File: config.mk
export PLATFORM = sky130hd
export DESIGN_NAME = t05_codebook_walker_flat
export DESIGN_NICKNAME = d
export VERILOG_FILES = /design/src/rtl/t05_pkg.sv /design/src/rtl/t05_codebook_walker_if.sv /design/src/rtl/t05_header_synthesis.sv /design/src/rtl/t05_codebook_walker.sv /design/src/flat_wrapper.sv
export SDC_FILE = /design/constraint.sdc
export NUM_CORES = 1
export LEC_CHECK = 0
export CELL_PAD_IN_SITES_DETAIL_PLACEMENT = 0
export CELL_PAD_IN_SITES_GLOBAL_PLACEMENT = 1
export CORE_MARGIN = 4
export CORE_UTILIZATION = 45
export DETAILED_ROUTE_END_ITERATION = 12
export DONT_BUFFER_PORTS = 1
export HOLD_SLACK_MARGIN = 0.06
export PLACE_DENSITY = 0.86
export SLEW_MARGIN = 20
export SYNTH_ARGS = -nofsm -noshare
export SYNTH_HDL_FRONTEND = slang
export SYNTH_HIERARCHICAL = 1
export SYNTH_SLANG_ARGS = --single-unit
File: constraint.sdc
create_clock -name clk -period 15.05 [get_ports clk]
set_input_delay 4.515 -clock clk [delete_from_list [all_inputs] [get_ports clk]]
set_output_delay 4.515 -clock clk [all_outputs]
set_load 0.05 [all_outputs]
File: src/rtl/t05_pkg.sv
// Shared definitions for the codebook walker and header writer: walk states,
// htree node field layout and the path-length helper.
package t05_pkg;

  localparam logic [2:0] ST_LEFT      = 3'd0;
  localparam logic [2:0] ST_RIGHT     = 3'd1;
  localparam logic [2:0] ST_TRACK     = 3'd2;
  localparam logic [2:0] ST_BACKTRACK = 3'd3;
  localparam logic [2:0] ST_FINISH    = 3'd4;
  localparam logic [2:0] ST_INIT      = 3'd5;
  localparam logic [2:0] ST_SEND      = 3'd6;

  localparam int NODE_W    = 71;
  localparam int PATH_W    = 128;
  localparam int LEFT_LSB  = 55;
  localparam int RIGHT_LSB = 46;

  localparam logic FLAG_INTERNAL = 1'b1;

  typedef struct packed {
    logic       flag;
    logic [7:0] val;
  } child_t;

  // Codewords carry a sentinel 1 just above the last path bit, so the
  // codeword length is the position of the highest set bit.
  function automatic logic [6:0] sentinel_pos(input logic [PATH_W-1:0] p);
    logic [6:0] r;
    r = 7'd0;
    for (int i = 0; i < PATH_W; i++) begin
      if (p[i]) r = 7'(i);
    end
    return r;
  endfunction

endpackage

File: src/rtl/t05_codebook_walker_if.sv
// Bus between the walker and its neighbours: htree memory port, found-char
// handshake and the serial header stream.
interface t05_codebook_walker_if;
  import t05_pkg::*;

  logic [6:0]        max_index;
  logic [NODE_W-1:0] h_element;
  logic              write_finish;
  logic [6:0]        curr_index;
  logic [PATH_W-1:0] char_path;
  logic [7:0]        char_index;
  logic              char_found;
  logic [8:0]        ser_header;
  logic              ser_bit;
  logic              ser_enable;
  logic              ser_done;

  modport master (
    input  max_index, h_element, write_finish,
    output curr_index, char_path, char_index, char_found,
    output ser_header, ser_bit, ser_enable, ser_done
  );

  modport slave (
    output max_index, h_element, write_finish,
    input  curr_index, char_path, char_index, char_found,
    input  ser_header, ser_bit, ser_enable, ser_done
  );

endinterface

File: src/rtl/t05_header_synthesis.sv
// Serialises one codeword: latches {1, char} as the header, then shifts the
// path bits below the sentinel out LSB first, then pulses write_finish.
module t05_header_synthesis
  import t05_pkg::*;
(
  input  logic              clk,
  input  logic              rst,
  input  logic              char_found,
  input  logic [7:0]        char_index,
  input  logic [PATH_W-1:0] char_path,
  output logic [8:0]        header,
  output logic              bit1,
  output logic              enable,
  output logic              write_finish
);

  logic [PATH_W-1:0] shift_reg;
  logic [6:0]        remaining;
  logic              active;

  always_ff @(posedge clk or posedge rst) begin
    if (rst) begin
      header       <= 9'd0;
      bit1         <= 1'b0;
      enable       <= 1'b0;
      write_finish <= 1'b0;
      shift_reg    <= '0;
      remaining    <= 7'd0;
      active       <= 1'b0;
    end else begin
      enable       <= 1'b0;
      write_finish <= 1'b0;
      if (char_found) begin
        header    <= {1'b1, char_index};
        shift_reg <= char_path;
        remaining <= sentinel_pos(char_path);
        active    <= 1'b1;
      end else if (active) begin
        if (remaining == 7'd0) begin
          write_finish <= 1'b1;
          active       <= 1'b0;
        end else begin
          bit1      <= shift_reg[0];
          enable    <= 1'b1;
          shift_reg <= shift_reg >> 1;
          remaining <= remaining - 7'd1;
        end
      end
    end
  end

endmodule

File: src/rtl/t05_codebook_walker.sv
// Left-first DFS over the Huffman tree held in htree memory; emits each leaf's
// codeword and re-descends from the root to reach the next right branch.
module t05_codebook_walker
  import t05_pkg::*;
(
  input  logic                  clk,
  input  logic                  rst,
  t05_codebook_walker_if.master bus,
  output logic [2:0]            curr_state,
  output logic [PATH_W-1:0]     curr_path,
  output logic [6:0]            track_length,
  output logic [6:0]            pos,
  output logic [8:0]            least1,
  output logic [8:0]            least2,
  output logic                  wait_cycle,
  output logic [3:0]            finished
);

  logic [6:0]        node_index;
  logic [7:0]        char_index_q;
  logic [PATH_W-1:0] char_path_q;
  logic              char_found_q;
  logic              sent;
  child_t            left_c;
  child_t            right_c;
  logic [6:0]        depth_dec;
  logic              last_bit;
  logic [7:0]        leaf_val;
  logic [PATH_W-1:0] sentinel;
  logic              unused_node_bits;

  assign left_c    = child_t'(bus.h_element[LEFT_LSB +: 9]);
  assign right_c   = child_t'(bus.h_element[RIGHT_LSB +: 9]);
  assign least1    = bus.h_element[LEFT_LSB +: 9];
  assign least2    = bus.h_element[RIGHT_LSB +: 9];
  assign depth_dec = track_length - 7'd1;
  assign last_bit  = curr_path[depth_dec];
  assign leaf_val  = last_bit ? right_c.val : left_c.val;
  assign sentinel  = 128'd1 << track_length;

  assign unused_node_bits = ^{bus.h_element[70:64], bus.h_element[45:0]};

  assign bus.curr_index = node_index;
  assign bus.char_index = char_index_q;
  assign bus.char_path  = char_path_q;
  assign bus.char_found = char_found_q;

  // Every address change spends one cycle with wait_cycle high so the
  // registered htree read can settle before the node is evaluated.
  always_ff @(posedge clk or posedge rst) begin
    if (rst) begin
      curr_state   <= ST_INIT;
      node_index   <= 7'd0;
      curr_path    <= '0;
      track_length <= 7'd0;
      pos          <= 7'd0;
      wait_cycle   <= 1'b0;
      finished     <= 4'd0;
      char_index_q <= 8'd0;
      char_path_q  <= '0;
      char_found_q <= 1'b0;
      sent         <= 1'b0;
    end else begin
      char_found_q <= 1'b0;
      wait_cycle   <= 1'b0;
      if (!wait_cycle) begin
        case (curr_state)
          ST_INIT: begin
            node_index   <= bus.max_index;
            wait_cycle   <= (bus.max_index != node_index);
            curr_path    <= '0;
            track_length <= 7'd0;
            pos          <= 7'd0;
            curr_state   <= ST_LEFT;
          end
          ST_LEFT: begin
            curr_path[track_length] <= 1'b0;
            track_length            <= track_length + 7'd1;
            if (left_c.flag == FLAG_INTERNAL) begin
              node_index <= left_c.val[6:0];
              wait_cycle <= 1'b1;
            end else begin
              curr_state <= ST_SEND;
            end
          end
          ST_RIGHT: begin
            curr_path[track_length] <= 1'b1;
            track_length            <= track_length + 7'd1;
            if (right_c.flag == FLAG_INTERNAL) begin
              node_index <= right_c.val[6:0];
              wait_cycle <= 1'b1;
              curr_state <= ST_LEFT;
            end else begin
              curr_state <= ST_SEND;
            end
          end
          ST_SEND: begin
            if (!sent) begin
              char_index_q <= leaf_val;
              char_path_q  <= sentinel | (curr_path & (sentinel - 128'd1));
              char_found_q <= 1'b1;
              sent         <= 1'b1;
            end else if (bus.write_finish) begin
              sent       <= 1'b0;
              curr_state <= ST_BACKTRACK;
            end
          end
          // A popped left turn means the sibling right subtree is still unvisited.
          ST_BACKTRACK: begin
            track_length <= depth_dec;
            if (!last_bit) begin
              node_index <= bus.max_index;
              wait_cycle <= (bus.max_index != node_index);
              pos        <= 7'd0;
              curr_state <= ST_TRACK;
            end else if (depth_dec == 7'd0) begin
              curr_state <= ST_FINISH;
            end
          end
          ST_TRACK: begin
            if (pos == track_length) begin
              curr_state <= ST_RIGHT;
            end else begin
              node_index <= curr_path[pos] ? right_c.val[6:0] : left_c.val[6:0];
              wait_cycle <= 1'b1;
              pos        <= pos + 7'd1;
            end
          end
          ST_FINISH: begin
            finished <= 4'd1;
          end
          default: begin
            curr_state <= ST_INIT;
          end
        endcase
      end
    end
  end

  t05_header_synthesis u_header (
    .clk          (clk),
    .rst          (rst),
    .char_found   (char_found_q),
    .char_index   (char_index_q),
    .char_path    (char_path_q),
    .header       (bus.ser_header),
    .bit1         (bus.ser_bit),
    .enable       (bus.ser_enable),
    .write_finish (bus.ser_done)
  );

endmodule

File: src/flat_wrapper.sv
// flat-port wrapper written by rule: the top's interface ports become plain ports
module t05_codebook_walker_flat import t05_pkg::*;
  (clk, rst, curr_state, curr_path, track_length, pos, least1, least2, wait_cycle, finished, bus_max_index, bus_h_element, bus_write_finish, bus_curr_index, bus_char_path, bus_char_index, bus_char_found, bus_ser_header, bus_ser_bit, bus_ser_enable, bus_ser_done);
  t05_codebook_walker_if bus_i ();
  input  logic clk;
  input  logic rst;
  output logic [2:0] curr_state;
  output logic [PATH_W-1:0] curr_path;
  output logic [6:0] track_length;
  output logic [6:0] pos;
  output logic [8:0] least1;
  output logic [8:0] least2;
  output logic wait_cycle;
  output logic [3:0] finished;
  input wire logic [$bits(bus_i.max_index)-1:0] bus_max_index;
  input wire logic [$bits(bus_i.h_element)-1:0] bus_h_element;
  input wire logic [$bits(bus_i.write_finish)-1:0] bus_write_finish;
  output wire logic [$bits(bus_i.curr_index)-1:0] bus_curr_index;
  output wire logic [$bits(bus_i.char_path)-1:0] bus_char_path;
  output wire logic [$bits(bus_i.char_index)-1:0] bus_char_index;
  output wire logic [$bits(bus_i.char_found)-1:0] bus_char_found;
  output wire logic [$bits(bus_i.ser_header)-1:0] bus_ser_header;
  output wire logic [$bits(bus_i.ser_bit)-1:0] bus_ser_bit;
  output wire logic [$bits(bus_i.ser_enable)-1:0] bus_ser_enable;
  output wire logic [$bits(bus_i.ser_done)-1:0] bus_ser_done;
  assign bus_i.max_index = bus_max_index;
  assign bus_i.h_element = bus_h_element;
  assign bus_i.write_finish = bus_write_finish;
  assign bus_curr_index = bus_i.curr_index;
  assign bus_char_path = bus_i.char_path;
  assign bus_char_index = bus_i.char_index;
  assign bus_char_found = bus_i.char_found;
  assign bus_ser_header = bus_i.ser_header;
  assign bus_ser_bit = bus_i.ser_bit;
  assign bus_ser_enable = bus_i.ser_enable;
  assign bus_ser_done = bus_i.ser_done;
  t05_codebook_walker u_core (.clk(clk), .rst(rst), .bus(bus_i), .curr_state(curr_state), .curr_path(curr_path), .track_length(track_length), .pos(pos), .least1(least1), .least2(least2), .wait_cycle(wait_cycle), .finished(finished));
endmodule
==> results.md <==
- CTS Buffer Depth: 3
- # H-tree levels: 2
- Boundary pin count: approximately 410
- Seq/Total Area, Yosys: 42.03%
- CTS tree: done
- Core area: just under 60000 sq um
- Final WL: 109.8 mm
- Die Wd: 249.3 um
- Clock latency on the worst-skew pair: slightly above 600 ps
- Gr ovfl total: 0
- RSZ-0062 raised after global routing: false
- Clk slew on worst S/H paths: around 60 ps
- Post-route setup TNS: 0 ps
- Final hold viol count: 0
- Cts repair resizes: 0
- Slew headroom: between 20 and 25%
- Max-cap violation count: 0
- Post-layout min period: roughly 9000 ps
- Post-synth EDFFs: 0
- Synth top area cells: dfrtp_1, o21ai_0, mux2i_1
- Startpoint types: primary input
- Worst hold path type: reg -> reg
- CTS sink count: 440
- ANT nets after route: 0
- Vias per cell: between 7 and 8
- Final design utilization: about half
- Post-synth top area cell: dfrtp_1
- Crit path DAT: 4520 ps
- Maximum vdd drop: around 190 uV
- Syn-to-layout area delta: 8.523%
- # Post-CTS Setup Buffers: 0
- Placer Congestion: around 1.0
- Number of global-route vias before repair: between 20000 and 25000
- Final Instance Area: 28440 sq um
- Drt first pass iters: 8
- FP Rows: 88
- CP endpoint: least2[1]
- Commonest cells post-synth: o21ai_0, dfrtp_1, nand2_1
- Setup Skew: 38.45 ps
- Final setup fails: 0
- Worst reg-to-reg path cell count: 9
- Beginning of the critical path: bus_h_element[47]
- Flops & latches, synth: 440
- I/O Buffers: 0
- Syn Inst Count: just under 3000
- Die area: 62160 sq um
- Layout cells sized above 1: 10.66%
- Predominant post-synthesis flop cell: dfrtp_1
- Critical path required time: between 10000 and 15000 ps
- Crit share post-route: roughly three fifths
- Syn Area/Cell: around 9 sq um
- Post-Syn Area: 26200 sq um
- Setup slack, reg-to-reg: 8960 ps
- Hold_buf cts: 0
- F_max: 0.1107 GHz
- Final #Nets: approximately 2900
- Leak: about 0.011 uW
- Die Ht: 249.3 um
- First-pass GRT wire length: 160.6 mm
- Worst-path fanout max: 4
- Fin. max-slew vios: 0
- Worst Max-Slew Pin Slew: 1129 ps
- Count of different cell masters after synthesis: between 90 and 100
- Drt initial violations: about 3500
- Synth top area share: between 40% and 50%
- Cell Area, Placed: approximately 27000 sq um
- Worst R2R Start: u_core/track_length[1]$_DFFE_PP0P_
- Antenna violations before repair: 2
- Initial core utilization: a little under half
- Wire per inst: 30.73 um
- Run status: finished, final reports clean
- GRT Util Overall: roughly a third
- Asr flop ratio synth: 100.0%
- Setup CP Type: in -> out
- DP Wirelength: a little under 80 mm
- Via count: ~25000
- R2r endpoint: u_core/pos[2]$_DFFE_PP0P_
- Ys Warns: 6
- CTS buffer count: ~50
- Cell Pwr Density: 231.0 nW/um^2
- DRC errors left: 0
- Fill count: between 5000 and 6000
- Root buffer cell: clkbuf_16
- Largest net degree at the start of global routing: between 150 and 200
- Crit end category: primary output
- Count leader, synth: o21ai_0
- WP depth: 0
==> logic make-up (layout without fill, tap and decap cells) <==
family | Yosys count | in the layout | share of synthesized area, %
AO/OA/AOI/OAI | 1110 | 1110 | 25.15
XOR/XNOR | 23 | 23 | 0.8261
AND/OR/NAND/NOR | 757 | 757 | 13.44
flip-flops | 440 | 440 | 42.03
multiplexers | 256 | 256 | 12.87
other | 1 | 6 | 0.01431
buffers and inverters | 310 | 203 | 5.090
adder cells (fa/ha/maj) | 12 | 12 | 0.5730
==> routing by layer <==
| metal | GRT usage, % | wire, um |
|---|---|---|
| met5 | 0 | 0 |
| met4 | 15.27 | 5866 |
| met3 | 10.41 | 14370 |
| met2 | 50.21 | 48060 |
| met1 | 44.96 | 41470 |
==> cells in the final DEF, fill, tap and decap left out, types with 13 or more instances in the layout <==
cell and n:
a211oi_1 13, a21oi_1 210, a221oi_1 16, a31oi_1 31, a32oi_1 28, buf_4 61, clkbuf_16 50, dfrtp_1 433
inv_1 44, mux2_2 28, mux2i_1 166, mux4_2 62, nand2_1 315, nand2b_1 16, nand3_1 31, nand4_1 14
nor2_1 172, nor2b_1 24, nor3_1 59, nor4_1 40, o211ai_1 18, o21a_1 40, o21ai_0 514, o21ai_1 51
o21bai_1 21, o221ai_1 42, o22ai_1 18, o31ai_1 19, or4_1 13
==> power by group <==
part           leakage (uW)  switching [uW]  internal [uW]
Combinational       0.00466            1750            893
Clock              0.000858             526            782
Sequential          0.00578            1120           1500
Total                0.0113            3390           3170
==> worst min path at each step <==
stage	start	endpoint	cells after the start	slack (ps)
final	u_core/u_header/shift_reg[127]$_DFFE_PP0P_	u_core/u_header/shift_reg[127]$_DFFE_PP0P_	2	530
after global routing	u_core/u_header/shift_reg[127]$_DFFE_PP0P_	u_core/u_header/shift_reg[127]$_DFFE_PP0P_	2	560
after CTS	u_core/u_header/shift_reg[0]$_DFFE_PP0P_	u_core/u_header/bit1$_DFFE_PP0P_	1	530
after detailed placement	u_core/u_header/shift_reg[0]$_DFFE_PP0P_	u_core/u_header/bit1$_DFFE_PP0P_	1	520
after global placement	u_core/u_header/shift_reg[0]$_DFFE_PP0P_	u_core/u_header/bit1$_DFFE_PP0P_	1	500
after floorplan	u_core/u_header/shift_reg[0]$_DFFE_PP0P_	u_core/u_header/bit1$_DFFE_PP0P_	1	480
==> metrics by stage <==
stage          setup slack (ps)  hold slack, ps  instances  power [uW]
2_1_floorplan              2476           478.6       2911        4256
3_3_place_gp               6016           499.8       3478        5088
6_report                   6015           531.1       3572        6568
4_1_cts                    6016           531.3       3568        6473
5_1_grt                    6016           558.5       3569        6838
3_5_place_dp               6016           516.9       3478        5166
==> layout make-up <==
class                      instances  area [sq um]  share of cell area (%)
tap                              765         957.2                   3.366
clock buffer                      59          1355                   4.765
timing repair buffer              63         505.5                   1.778
sequential                       440         11020                   38.76
multi-input combinational       2161         13990                   49.19
inverter                          50         202.7                  0.7128
antenna                            3         7.507                 0.02640
clock inverter                    31         397.9                   1.399
No activity file was read; power rests on OpenSTA's default activity.
